File: config.mk
export PLATFORM = sky130hd
export DESIGN_NAME = pad_attr_ctrl
export DESIGN_NICKNAME = d
export VERILOG_FILES = /design/src/rtl/pad_attr_pkg.sv /design/src/rtl/pad_attr_settle_cnt.sv /design/src/rtl/pad_attr_ctrl.sv
export SDC_FILE = /design/constraint.sdc
export NUM_CORES = 1
export LEC_CHECK = 0
export CELL_PAD_IN_SITES_DETAIL_PLACEMENT = 1
export CELL_PAD_IN_SITES_GLOBAL_PLACEMENT = 1
export CORE_ASPECT_RATIO = 1.4
export CORE_MARGIN = 5
export CORE_UTILIZATION = 41
export CTS_BUF_LIST = sky130_fd_sc_hd__clkbuf_4
export DETAILED_ROUTE_END_ITERATION = 8
export PLACE_DENSITY = 0.9
export SYNTH_ARGS = -nofsm -noshare
export SYNTH_HDL_FRONTEND = slang
export SYNTH_SLANG_ARGS = --single-unit
export TNS_END_PERCENT = 20
File: constraint.sdc
create_clock -name clk_i -period 5.96 [get_ports clk_i]
set_input_delay 1.49 -clock clk_i [delete_from_list [all_inputs] [get_ports clk_i]]
set_output_delay 1.49 -clock clk_i [all_outputs]
set_load 0.01 [all_outputs]
File: src/rtl/pad_attr_pkg.sv
// Shared types and helpers for the runtime pad attribute controller.
// Holds the pad type enum, the attribute word layout, the FSM state
// encoding and the per-type legalization (WARL) function.
package pad_attr_pkg;

   localparam int AttrW = 8;

   typedef enum int {
      PadTypeNone  = 0,
      PadTypeBidir = 1,
      PadTypeInput = 2
   } pad_type_e;

   typedef struct packed {
      logic [2:0] drive;
      logic       slew;
      logic       keeper;
      logic       pull_sel;
      logic       pull_en;
      logic       invert;
   } pad_attr_t;

   typedef enum logic [1:0] {
      StIdle,
      StSettle,
      StResp
   } pad_attr_state_e;

   // Input-only pads have no output driver, so drive strength and slew
   // are meaningless and read back as zero; unused pads hold nothing.
   function automatic pad_attr_t legalize(input pad_type_e pad_type,
                                          input pad_attr_t attr);
      pad_attr_t res;
      res = attr;
      case (pad_type)
         PadTypeInput: begin
            res.drive = '0;
            res.slew  = 1'b0;
         end
         PadTypeNone: res = '0;
         default: ;
      endcase
      return res;
   endfunction

endpackage

File: src/rtl/pad_attr_settle_cnt.sv
// Loadable down-counter timing the settle window after an attribute
// write. done_o flags the last settle cycle (count == 1).
module pad_attr_settle_cnt #(
   parameter int CntW = 8
) (
   input  logic            clk_i,
   input  logic            rst_i,
   input  logic            load_i,
   input  logic [CntW-1:0] load_val_i,
   input  logic            dec_i,
   output logic            done_o
);

   logic [CntW-1:0] cnt_q, cnt_d;

   // Load wins over decrement; the count saturates at zero.
   always_comb begin
      cnt_d = cnt_q;
      if (load_i) begin
         cnt_d = load_val_i;
      end else if (dec_i && (cnt_q != '0)) begin
         cnt_d = cnt_q - 1'b1;
      end
   end

   // Counter register.
   always_ff @(posedge clk_i or posedge rst_i) begin
      if (rst_i) begin
         cnt_q <= '0;
      end else begin
         cnt_q <= cnt_d;
      end
   end

   assign done_o = (cnt_q == CntW'(1));

endmodule

File: src/rtl/pad_attr_ctrl.sv
// Runtime-programmable pad attribute controller. Attributes are
// written/read over a req/gnt/rvalid bus, legalized per pad type, and
// each write holds its pad in a settle window before it is acknowledged.
// Optional macro PAD_ATTR_PARITY_EN adds a per-pad even-parity bit and a
// sticky parity_err_o output.
module pad_attr_ctrl
   import pad_attr_pkg::*;
#(
   parameter int        NumPads      = 16,
   parameter pad_type_e PadType      = PadTypeBidir,
   parameter int        SettleCycles = 4,
   parameter pad_attr_t ResetAttr    = '0,
   parameter int        IdxW         = (NumPads > 1) ? $clog2(NumPads) : 1
) (
   input  logic                     clk_i,
   input  logic                     rst_i,
   input  logic                     req_i,
   input  logic                     we_i,
   input  logic [IdxW-1:0]          idx_i,
   input  logic [AttrW-1:0]         wdata_i,
   output logic                     gnt_o,
   output logic                     rvalid_o,
   output logic [AttrW-1:0]         rdata_o,
   output logic                     err_o,
   output logic [NumPads*AttrW-1:0] attr_o,
   output logic [NumPads-1:0]       settling_o
`ifdef PAD_ATTR_PARITY_EN
   ,
   output logic                     parity_err_o
`endif
);

   localparam pad_attr_t     ResetVal  = legalize(PadType, ResetAttr);
   localparam logic [IdxW:0] PadCnt    = (IdxW+1)'(NumPads);
   localparam logic [7:0]    SettleVal = 8'(SettleCycles);

   pad_attr_state_e state_q, state_d;
   logic [IdxW-1:0] idx_q, idx_d;
   logic            err_q, err_d;
   pad_attr_t       attr_q [NumPads];
   pad_attr_t       wr_val, rd_sel;
   logic            idx_oor, store, cnt_load, cnt_dec, cnt_done;

   assign idx_oor = ({1'b0, idx_i} >= PadCnt);
   assign wr_val  = legalize(PadType, pad_attr_t'(wdata_i));

   pad_attr_settle_cnt #(
      .CntW(8)
   ) u_settle_cnt (
      .clk_i      (clk_i),
      .rst_i      (rst_i),
      .load_i     (cnt_load),
      .load_val_i (SettleVal),
      .dec_i      (cnt_dec),
      .done_o     (cnt_done)
   );

   // Next-state logic: accept in IDLE only; out-of-range or reads go
   // straight to the response, writes settle first (unless zero-length).
   always_comb begin
      state_d  = state_q;
      idx_d    = idx_q;
      err_d    = err_q;
      gnt_o    = 1'b0;
      store    = 1'b0;
      cnt_load = 1'b0;
      cnt_dec  = 1'b0;
      case (state_q)
         StIdle: begin
            gnt_o = req_i;
            if (req_i) begin
               idx_d = idx_i;
               err_d = idx_oor;
               if (idx_oor || !we_i) begin
                  state_d = StResp;
               end else begin
                  store = 1'b1;
                  if (SettleCycles == 0) begin
                     state_d = StResp;
                  end else begin
                     cnt_load = 1'b1;
                     state_d  = StSettle;
                  end
               end
            end
         end
         StSettle: begin
            cnt_dec = 1'b1;
            if (cnt_done) state_d = StResp;
         end
         StResp:  state_d = StIdle;
         default: state_d = StIdle;
      endcase
   end

   // FSM and latched-access registers.
   always_ff @(posedge clk_i or posedge rst_i) begin
      if (rst_i) begin
         state_q <= StIdle;
         idx_q   <= '0;
         err_q   <= 1'b0;
      end else begin
         state_q <= state_d;
         idx_q   <= idx_d;
         err_q   <= err_d;
      end
   end

   // Attribute storage; only the addressed in-range pad is written.
   always_ff @(posedge clk_i or posedge rst_i) begin
      if (rst_i) begin
         for (int p = 0; p < NumPads; p++) attr_q[p] <= ResetVal;
      end else begin
         for (int p = 0; p < NumPads; p++) begin
            if (store && (idx_i == IdxW'(p))) attr_q[p] <= wr_val;
         end
      end
   end

   // Read mux over the latched index; an unmatched index yields zero.
   always_comb begin
      rd_sel = '0;
      for (int p = 0; p < NumPads; p++) begin
         if (idx_q == IdxW'(p)) rd_sel = attr_q[p];
      end
   end

   assign rvalid_o = (state_q == StResp);
   assign err_o    = rvalid_o && err_q;
   assign rdata_o  = (rvalid_o && !err_q) ? rd_sel : '0;

   for (genvar p = 0; p < NumPads; p++) begin : g_pad
      assign attr_o[p*AttrW +: AttrW] = attr_q[p];
      assign settling_o[p] = (state_q == StSettle) && (idx_q == IdxW'(p));
   end

`ifdef PAD_ATTR_PARITY_EN
   logic [NumPads-1:0] par_q;
   logic               par_err_q, par_mis;

   // Recompute every stored word's parity against its stored bit.
   always_comb begin
      par_mis = 1'b0;
      for (int p = 0; p < NumPads; p++) begin
         if ((^attr_q[p]) != par_q[p]) par_mis = 1'b1;
      end
   end

   // Parity bits track writes; the error flag is sticky until reset.
   always_ff @(posedge clk_i or posedge rst_i) begin
      if (rst_i) begin
         par_q     <= {NumPads{^ResetVal}};
         par_err_q <= 1'b0;
      end else begin
         for (int p = 0; p < NumPads; p++) begin
            if (store && (idx_i == IdxW'(p))) par_q[p] <= ^wr_val;
         end
         if (par_mis) par_err_q <= 1'b1;
      end
   end

   assign parity_err_o = par_err_q;
`endif

endmodule

# == Yosys cells after proc, flatten, opt, wreduce, memory -nomap -nowiden ==
# Index checks and enable logic that the tools add are counted.
# totals
out_inout_bits,155
elab_cells,203
reg_bits,142
# classes
n_mux,28
n_addsub,1
reduce_logical,40
n_eq_ne,35
# ops
cell,count
$mux W8,19
$eq A4 B4 Y1 const B,16
$logic_and A1 B1 Y1,33
$eq A4 B3 Y1 const B,8
$eq A4 B2 Y1 const B,4
$eq A4 B1 Y1 const B,2
$eq A8 B1 Y1 const B,1
$logic_not A4 Y1,2
$reduce_bool A8 Y1,1
$sub A8 B1 Y8 const B,1
$mux W2,3
$mux W1,5
$ne A2 B2 Y1 const B,2
$pmux W2 S2,1
$reduce_and A2 Y1,2
$eq A2 B1 Y1 const B,1
$eq A2 B2 Y1 const B,1
$logic_not A2 Y1,1
$reduce_bool A2 Y1,1

# == Depth between registers and ports, before layout ==
# Gate-level depths: netlist (run 1).
# logic_depth
depth_word,18
ltp_mapped,8
ltp_nobuf,7

# == Hierarchy ==
# Synthesis (run 1) repeated with hierarchy kept, for this count alone.
# unflattened
cells_unflattened,626
hier_area_um2,7234.4
# by_module_without_submodules
mod,cells_per_inst,instances,seq_area_each_um2,area_per_inst_um2
pad_attr_ctrl,561,1,3353.2,6636.4
pad_attr_settle_cnt,65,1,200.2,598.1

# == Least setup slack after synthesis (run 1) ==
# Ideal clock, no wire load.
# synth_timing
path_type,input-to-output
startpoint,input req_i
endpoint,output gnt_o
t_arrival_ns,1.867
required_time_ns,4.470
path_slack_ns,2.603
cell_stages,1
path_cell_list,nor3b_4
# synth_between
elab_chain_cells,1
# synth_rtl
element,line,source
from (decl),pad_attr_ctrl.sv:17,"input logic req_i,"
$mux W1,pad_attr_ctrl.sv:68,case (state_q)
to (decl),pad_attr_ctrl.sv:21,"output logic gnt_o,"
# No other way between the ends.

# == Worst setup path in the final report (run 1) ==
# layout_timing
startpoint,register idx_q[1]
endpoint,output rdata_o[3]
# layout_between
elab_chain_cells,18
elab_cells_between_ends,33
cone_classes,15 x eq/ne; 17 x mux; 1 x reduce/logical
# layout_rtl
element,line,source
from (decl),pad_attr_ctrl.sv:38,"logic [IdxW-1:0] idx_q, idx_d;"
from (signal assigned),pad_attr_ctrl.sv:104,idx_q <= idx_d;
$logic_not A4 Y1,pad_attr_ctrl.sv:124,if (idx_q == IdxW'(p)) rd_sel = attr_q[p];
$mux W8 (15 in a row),pad_attr_ctrl.sv:124,
$mux W8 (*),pad_attr_ctrl.sv:124,
$mux W8 (*),pad_attr_ctrl.sv:130,assign rdata_o = (rvalid_o && !err_q) ? rd_sel : '0;
to (decl),pad_attr_ctrl.sv:23,"output logic [AttrW-1:0] rdata_o,"
# Every way passes the cells marked *; elsewhere a longest branch is shown, timed or not.

==> flow_summary_export.csv, run 1 <==
group,metric,value,unit
outcome,status,"finished clean",
global_route,grt_pass1_vias,6467,
global_route,antenna_found_initial,0,
die,die_y,165.5,um
final_layout,area_growth,31.41,%
synthesis,netlist-cell-type-count,72,
die,dieWidth,121.1,um
clock_network,cts-root-buf,"clkbuf_4",
synthesis,avgSynthCellArea,11.96,sq um
synthesis,yosysSeqAreaShare,50.19,%
die,dieArea,20030,sq um
routing,drt_pre_antenna_iters,8,
clock_network,numClockSinks,142,
synthesis,ys_warn_count,0,
sta,final_max_slew_viol_count,0,
synthesis,synthArstFlopShare,100.0,%
routing,drt_iter0_drc,615,
clock_network,clk_path_buf_depth,2,
global_route,grtUsageTotal,26.97,%
clock_network,cts_tree,"yes",
final_layout,fin_cells,991,
setup_path,crit_path_start_kind,"register",
setup_path,cp_max_fo,27,
clock_network,cts-buffers-inserted,17,
setup_path,endpoint_kind,"primary output",
sta,fin_crit_sh,88.46,%
synthesis,synthMuxAreaShare,25.66,%
sta,fin_setup_tns,0,ns
clock_network,ctsHtreeMaxLevel,4,
synthesis,synth_edf_count,0,
routing,vias_per_cell,5.946,
worst_hold_path,hp-class,"register to register",
global_route,gr-total-overflow,0,
clock_network,ctsHoldBuffers,0,
routing,avgRoutedWirePerCell,26.72,um
routing,antenna_left,0,
routing,vias,5892,
pwr,p_leak,3.983,nW
sta,fin_skew,0.01636,ns
pwr,ir_drop,0.0001897,V
setup_path,worst_ep_required_time,4.47,ns
synthesis,synth_top_family_by_area,"multiplexers",
final_layout,n_antenna_cell,0,
die,start_util,41.92,%
placed_design,portBuffers,169,
final_layout,fillers,1780,
synthesis,synthSimpleGateAreaFrac,11.01,%
clock_network,cts.clk_slew.worst_paths,0.13,ns
setup_path,cp.arrival,3.78,ns
synthesis,syn_area,7079,sq um
global_route,grt_max_degree,83,
sta,hold_viol,0,
global_route,grt_first_pass_wirelength,40390,um
job,cap_violations,0,
die,core-area,16890,sq um
synthesis,synthFlopType,"dfrtp_1",
sta,layout_min_cycle_time,5.272,ns
placed_design,dp.cells,961,
setup_path,worstSetupPathType,"register to primary output",
die,io_pins,171,
synthesis,synth_compound_area_share,9.244,%
die,num_rows,56,
placed_design,hpwl,18960,um
sta,tightest_slew,1.173,ns
final_layout,drive_above_1_share,25.69,%
routing,wirelength,26480,um
clock_network,post_cts_buffers,0,
placed_design,gp_congestion,0.9242,
final_layout,nets,766,
synthesis,syn-num-nets,610,
sta,grt_setup_unrepaired,"no",
synthesis,synthAdderAreaFrac,0.3535,%
sta,slew_headroom,21.36,%
routing,drc,0,
synthesis,synth-seq-cells,142,
sta,max_freq,0.1897,GHz
sta,setup_viol,0,
clock_network,clock_latency,0.55,ns
synthesis,synth-xor-area-share,0.6186,%
clock_network,cts_resized,0,
pwr,power_density,452.0,nW/um^2
synthesis,netlist_instances,592,
## final cells by class
class	count	area [sq um]	share of cell area, %
clock buffer	17	127.6	1.372
timing repair buffer	176	1757	18.88
multi-input combinational	402	3323	35.72
sequential	142	3555	38.21
tap	232	290.3	3.120
clock inverter	13	214.0	2.300
inverter	9	36.28	0.3900
## cells in the mapped netlist (all sizes together) (3+ instances only)
master	number	area share [%]
or3	3	0.27
nand4b	3	0.37
mux2i	12	1.7
nor2b	10	0.88
clkbuf	28	1.5
buf	11	0.90
a21o	3	0.32
o31ai	4	0.42
a22oi	3	0.32
nand2	27	1.6
mux4	6	1.9
mux2	136	22
nor3	11	1.0
nor2	45	2.8
xnor2	4	0.49
o22ai	4	0.35
a21oi	22	1.6
or4	3	0.37
dfrtp	142	50
o2bb2ai	3	0.37
nand4	4	0.35
inv	8	0.42
a221oi	3	0.37
o211ai	8	0.85
o221ai	3	0.37
o21ai	21	1.5
o311ai	3	0.37
a31oi	5	0.44
nand2b	10	0.88
nand3	12	0.85
## worst max-delay path, cell delays in order, from the launching register on
cell,delay (ns)
dfrtp_1,1.05
buf_4,0.43
nor2b_1,0.42
o2bb2ai_1,0.17
mux2i_1,0.10
o32a_1,0.20
a21oi_1,0.24
clkdlybuf4s50_1,0.60
## registers in the layout, indices dropped and copies added (netlist names)
signal	count
state_q	2
u_settle_cnt.cnt_q	8
attr_o	128
idx_q	4
## report_power, final
part | switching, mW | leakage, nW | internal [mW]
logic | 0.904 | 1.92 | 0.929
registers | 0.400 | 1.89 | 1.23
clock network | 0.372 | 0.175 | 0.374
## cell families (layout without fill, tap and decap cells)
logic type                 Yosys count  in the layout
AOI/OAI and AO/OA                   98             98
xor gates and xnor gates             5              5
adders and majority gates            2              2
buffers and inverters               48            215
DFF                                142            142
muxes                              154            154
other                                1              1
and+or+nand+nor                    142            142
## stage by stage
stage / power, mW / hold WS [ns] / area [sq um] / setup WS (ns) / utilization (%)
3_3_place_gp: 3.344 / 0.5154 / 8961 / 1.443 / 53.07
3_5_place_dp: 3.439 / 0.5210 / 8961 / 1.359 / 53.07
2_1_floorplan: 2.489 / 0.4995 / 7079 / 0.6604 / -
6_report: 4.205 / 0.5481 / 9303 / 0.6880 / 55.09
4_1_cts: 4.199 / 0.5508 / 9303 / 0.6969 / 55.09
5_1_grt: 4.405 / 0.5763 / 9303 / 0.5776 / 55.09
## routing by layer
| layer | track usage, % | wire length, um | vias to the layer above |
|---|---|---|---|
| met5 | 0 | 0 | - |
| met3 | 6.644 | 1950 | 88 |
| met4 | 14.48 | 1463 | 0 |
| met2 | 45.99 | 13580 | 313 |
| li1 | - | - | 2489 |
| met1 | 31.17 | 9485 | 3002 |
## worst paths after layout
path | from | end | slack (ns) | cells after the start
setup reg to reg | state_q[0] | attr_o[90] | 2.96 | 5
min in group asynchronous | rst_i | u_settle_cnt.cnt_q[3] | 1.42 | 2
setup / recovery | idx_q[1] | rdata_o[3] | 0.69 | 7
max in group asynchronous | rst_i | attr_o[9] | 3.63 | 3
hold / removal | attr_o[39] | attr_o[39] | 0.55 | 1
hold reg to reg | attr_o[39] | attr_o[39] | 0.55 | 1
## cell usage in the layout (no fill, tap or decap), types with 10 or more instances in the layout
cell	Yosys	routed
dfrtp_1	142	141
clkdlybuf4s50_1	0	169
mux2_2	127	127
nand2b_1	10	10
nor2b_1	10	10
nand3_1	12	12
nand2_1	25	25
mux2i_1	12	12
nor2_1	40	40
a21oi_1	22	22
o21ai_0	21	21
clkbuf_4	0	17
(Power assumes the default switching activity.)
==> run 2, diff against run 1 <==
CORE_UTILIZATION = 39   (was 41)
PLACE_DENSITY = 0.87   (was 0.9)
RECOVER_POWER = 100   (was not set)
==> flow_summary_export.csv, run 2 (synthesis gave the netlist of run 1 again) <==
group,metric,value,unit
outcome,status,"finished with violations",
outcome,violations,"capacitance limit, slew limit",
worst_hold_path,hp-class,"register to register",
sta,setup_viol,0,
placed_design,place_ws,1.413,ns
final_layout,final_cell_mix,"150 x dlygate4sd3_1, 141 x dfrtp_1, 127 x mux2_2",
pwr,ir_drop,0.0001987,V
setup_path,reg2regPathDepth,5,
clock_network,ctsHtreeMaxLevel,4,
die,io_pins,171,
setup_path,worst_ep_required_time,4.47,ns
clock_network,clk_path_buf_depth,2,
global_route,antenna_found_initial,1,
routing,wirelength,26380,um
sta,slew_headroom,-61.89,%
clock_network,numClockSinks,142,
routing,drt_pre_antenna_iters,6,
clock_network,ctsHoldBuffers,0,
sta,hold_viol,0,
setup_path,worstSetupPathType,"register to primary output",
routing,vias_per_cell,5.927,
final_layout,largest_reg_flops,128,
clock_network,cts-buffers-inserted,17,
setup_path,reg2reg_from,"state_q[0]",
setup_path,cp.arrival,4.03,ns
global_route,grt_first_pass_wirelength,40100,um
final_layout,nets,766,
setup_path,worst-r2r-setup-slack,1.59,ns
setup_path,path_cells,"clkbuf_1, nand2b_1, nor2_1, a32o_1, a221oi_1, a21oi_1, clkdlybuf4s50_1",
final_layout,layout_commonest_cell,"dlygate4sd3_1",
die,dieWidth,123.9,um
pwr,p_leak,4.348,nW
sta,fin_ws,0.4446,ns
placed_design,hpwl,18780,um
sta,grt_setup_unrepaired,"no",
setup_path,path_delay_family,"buffers and inverters",
global_route,grt_max_degree,113,
setup_path,cp-endpoint,"rdata_o[5]",
setup_path,crit_slowest_cell,"dfrtp_1",
sta,fin_crit_sh,92.54,%
sta,fin_setup_tns,0,ns
pwr,power_density,442.5,nW/um^2
setup_path,cp_max_fo,22,
global_route,grt_pass1_vias,6464,
routing,antenna_left,0,
setup_path,crit_buf_inv,2,
final_layout,drive_above_1_share,23.29,%
die,num_rows,58,
global_route,grtUsageTotal,25.75,%
clock_network,cts-root-buf,"clkbuf_4",
job,cap_violations,5,
routing,drt_iter0_drc,508,
die,dieArea,20980,sq um
setup_path,endpoint_kind,"primary output",
setup_path,r2r_end,"attr_o[0]",
final_layout,fillers,1917,
sta,final_max_slew_viol_count,172,
clock_network,cts_tree,"yes",
sta,tightest_slew,2.428,ns
sta,layout_min_cycle_time,5.515,ns
routing,vias,5933,
setup_path,crit_path_start_kind,"register",
setup_path,cp-startpoint,"idx_q[2]",
die,start_util,39.49,%
clock_network,cts_resized,0,
die,die_y,169.4,um
final_layout,area_growth,30.05,%
placed_design,gp_congestion,0.9339,
global_route,gr-total-overflow,0,
sta,fin_skew,0.02126,ns
routing,drc,0,
clock_network,post_cts_buffers,0,
sta,max_freq,0.1813,GHz
routing,avgRoutedWirePerCell,26.35,um
setup_path,slowest_delay,0.86,ns
placed_design,portBuffers,169,
clock_network,cts.clk_slew.worst_paths,0.13,ns
die,core-area,17920,sq um
clock_network,clock_latency,0.56,ns
setup_path,crit_cells,7,
-- run 2: changes by cell type in the layout (fill, tap and decap cells not counted), moves of 3 or more --
| cell | before | now |
|---|---|---|
| clkdlybuf4s50_1 | 169 | 19 |
| dlygate4sd3_1 | 0 | 150 |
| mux2_1 | 1 | 8 |
| mux2_4 | 8 | 1 |
| nor2_1 | 40 | 45 |
| nor2_4 | 3 | 0 |
-- run 2: area by class of cell --
type	count	area [sq um]	area share, %
Inverter	9	37.54	0.4077
Timing Repair Buffer	176	1734	18.84
Tap cell	240	300.3	3.262
Sequential cell	142	3555	38.61
Clock inverter	14	216.5	2.351
Clock buffer	17	127.6	1.386
Antenna cell	1	2.502	0.02718
Multi-Input combinational cell	402	3233	35.12
-- run 2: through the flow --
stage | util [%] | instances | power [mW] | cell area (sq um) | hold WS [ns]
final | 51.36 | 1001 | 4.074 | 9206 | 0.5147
after CTS | 51.91 | 1000 | 4.191 | 9305 | 0.5496
after floorplan | - | 592 | 2.489 | 7079 | 0.4995
after detailed placement | 49.99 | 969 | 3.440 | 8961 | 0.5176
after global routing | 51.36 | 1001 | 4.277 | 9206 | 0.5614
after global placement | 49.99 | 969 | 3.352 | 8961 | 0.5161
-- run 2: worst register-to-register path: stages, from the launching register on --
cell and delay (ns):
dfrtp_1 0.46, nor3b_1 0.97, nand2_4 0.22, or3_1 0.45, nor3_1 1.71, mux2_2 0.46
-- run 2: how the worst min path moves through the flow --
stage | slack, ns | end | depth (start not counted) | startpoint
final | 0.51 | state_q[1] | 1 | state_q[1]
after global routing | 0.56 | state_q[1] | 1 | state_q[1]
after CTS | 0.55 | attr_o[124] | 1 | attr_o[124]
after detailed placement | 0.52 | attr_o[124] | 1 | attr_o[124]
after global placement | 0.52 | attr_o[9] | 1 | attr_o[9]
after floorplan | 0.50 | state_q[1] | 1 | state_q[1]
-- run 2: where the power goes --
| part | internal, mW | switching, mW | leakage (nW) | total, mW |
|---|---|---|---|---|
| combinational | 0.820 | 0.928 | 2.28 | 1.75 |
| sequential | 1.23 | 0.355 | 1.89 | 1.58 |
| clock | 0.374 | 0.369 | 0.182 | 0.743 |
-- run 2: metal layers --
| metal | wire [um] | global-route usage, % | up-vias | share of wire, % |
|---|---|---|---|---|
| li1 | - | - | 2492 | - |
| met1 | 9667 | 30.03 | 3052 | 37 |
| met2 | 13750 | 44.15 | 302 | 52 |
| met3 | 1671 | 5.435 | 87 | 6.3 |
| met4 | 1287 | 13.11 | 0 | 4.9 |
| met5 | 0 | 0 | - | 0 |
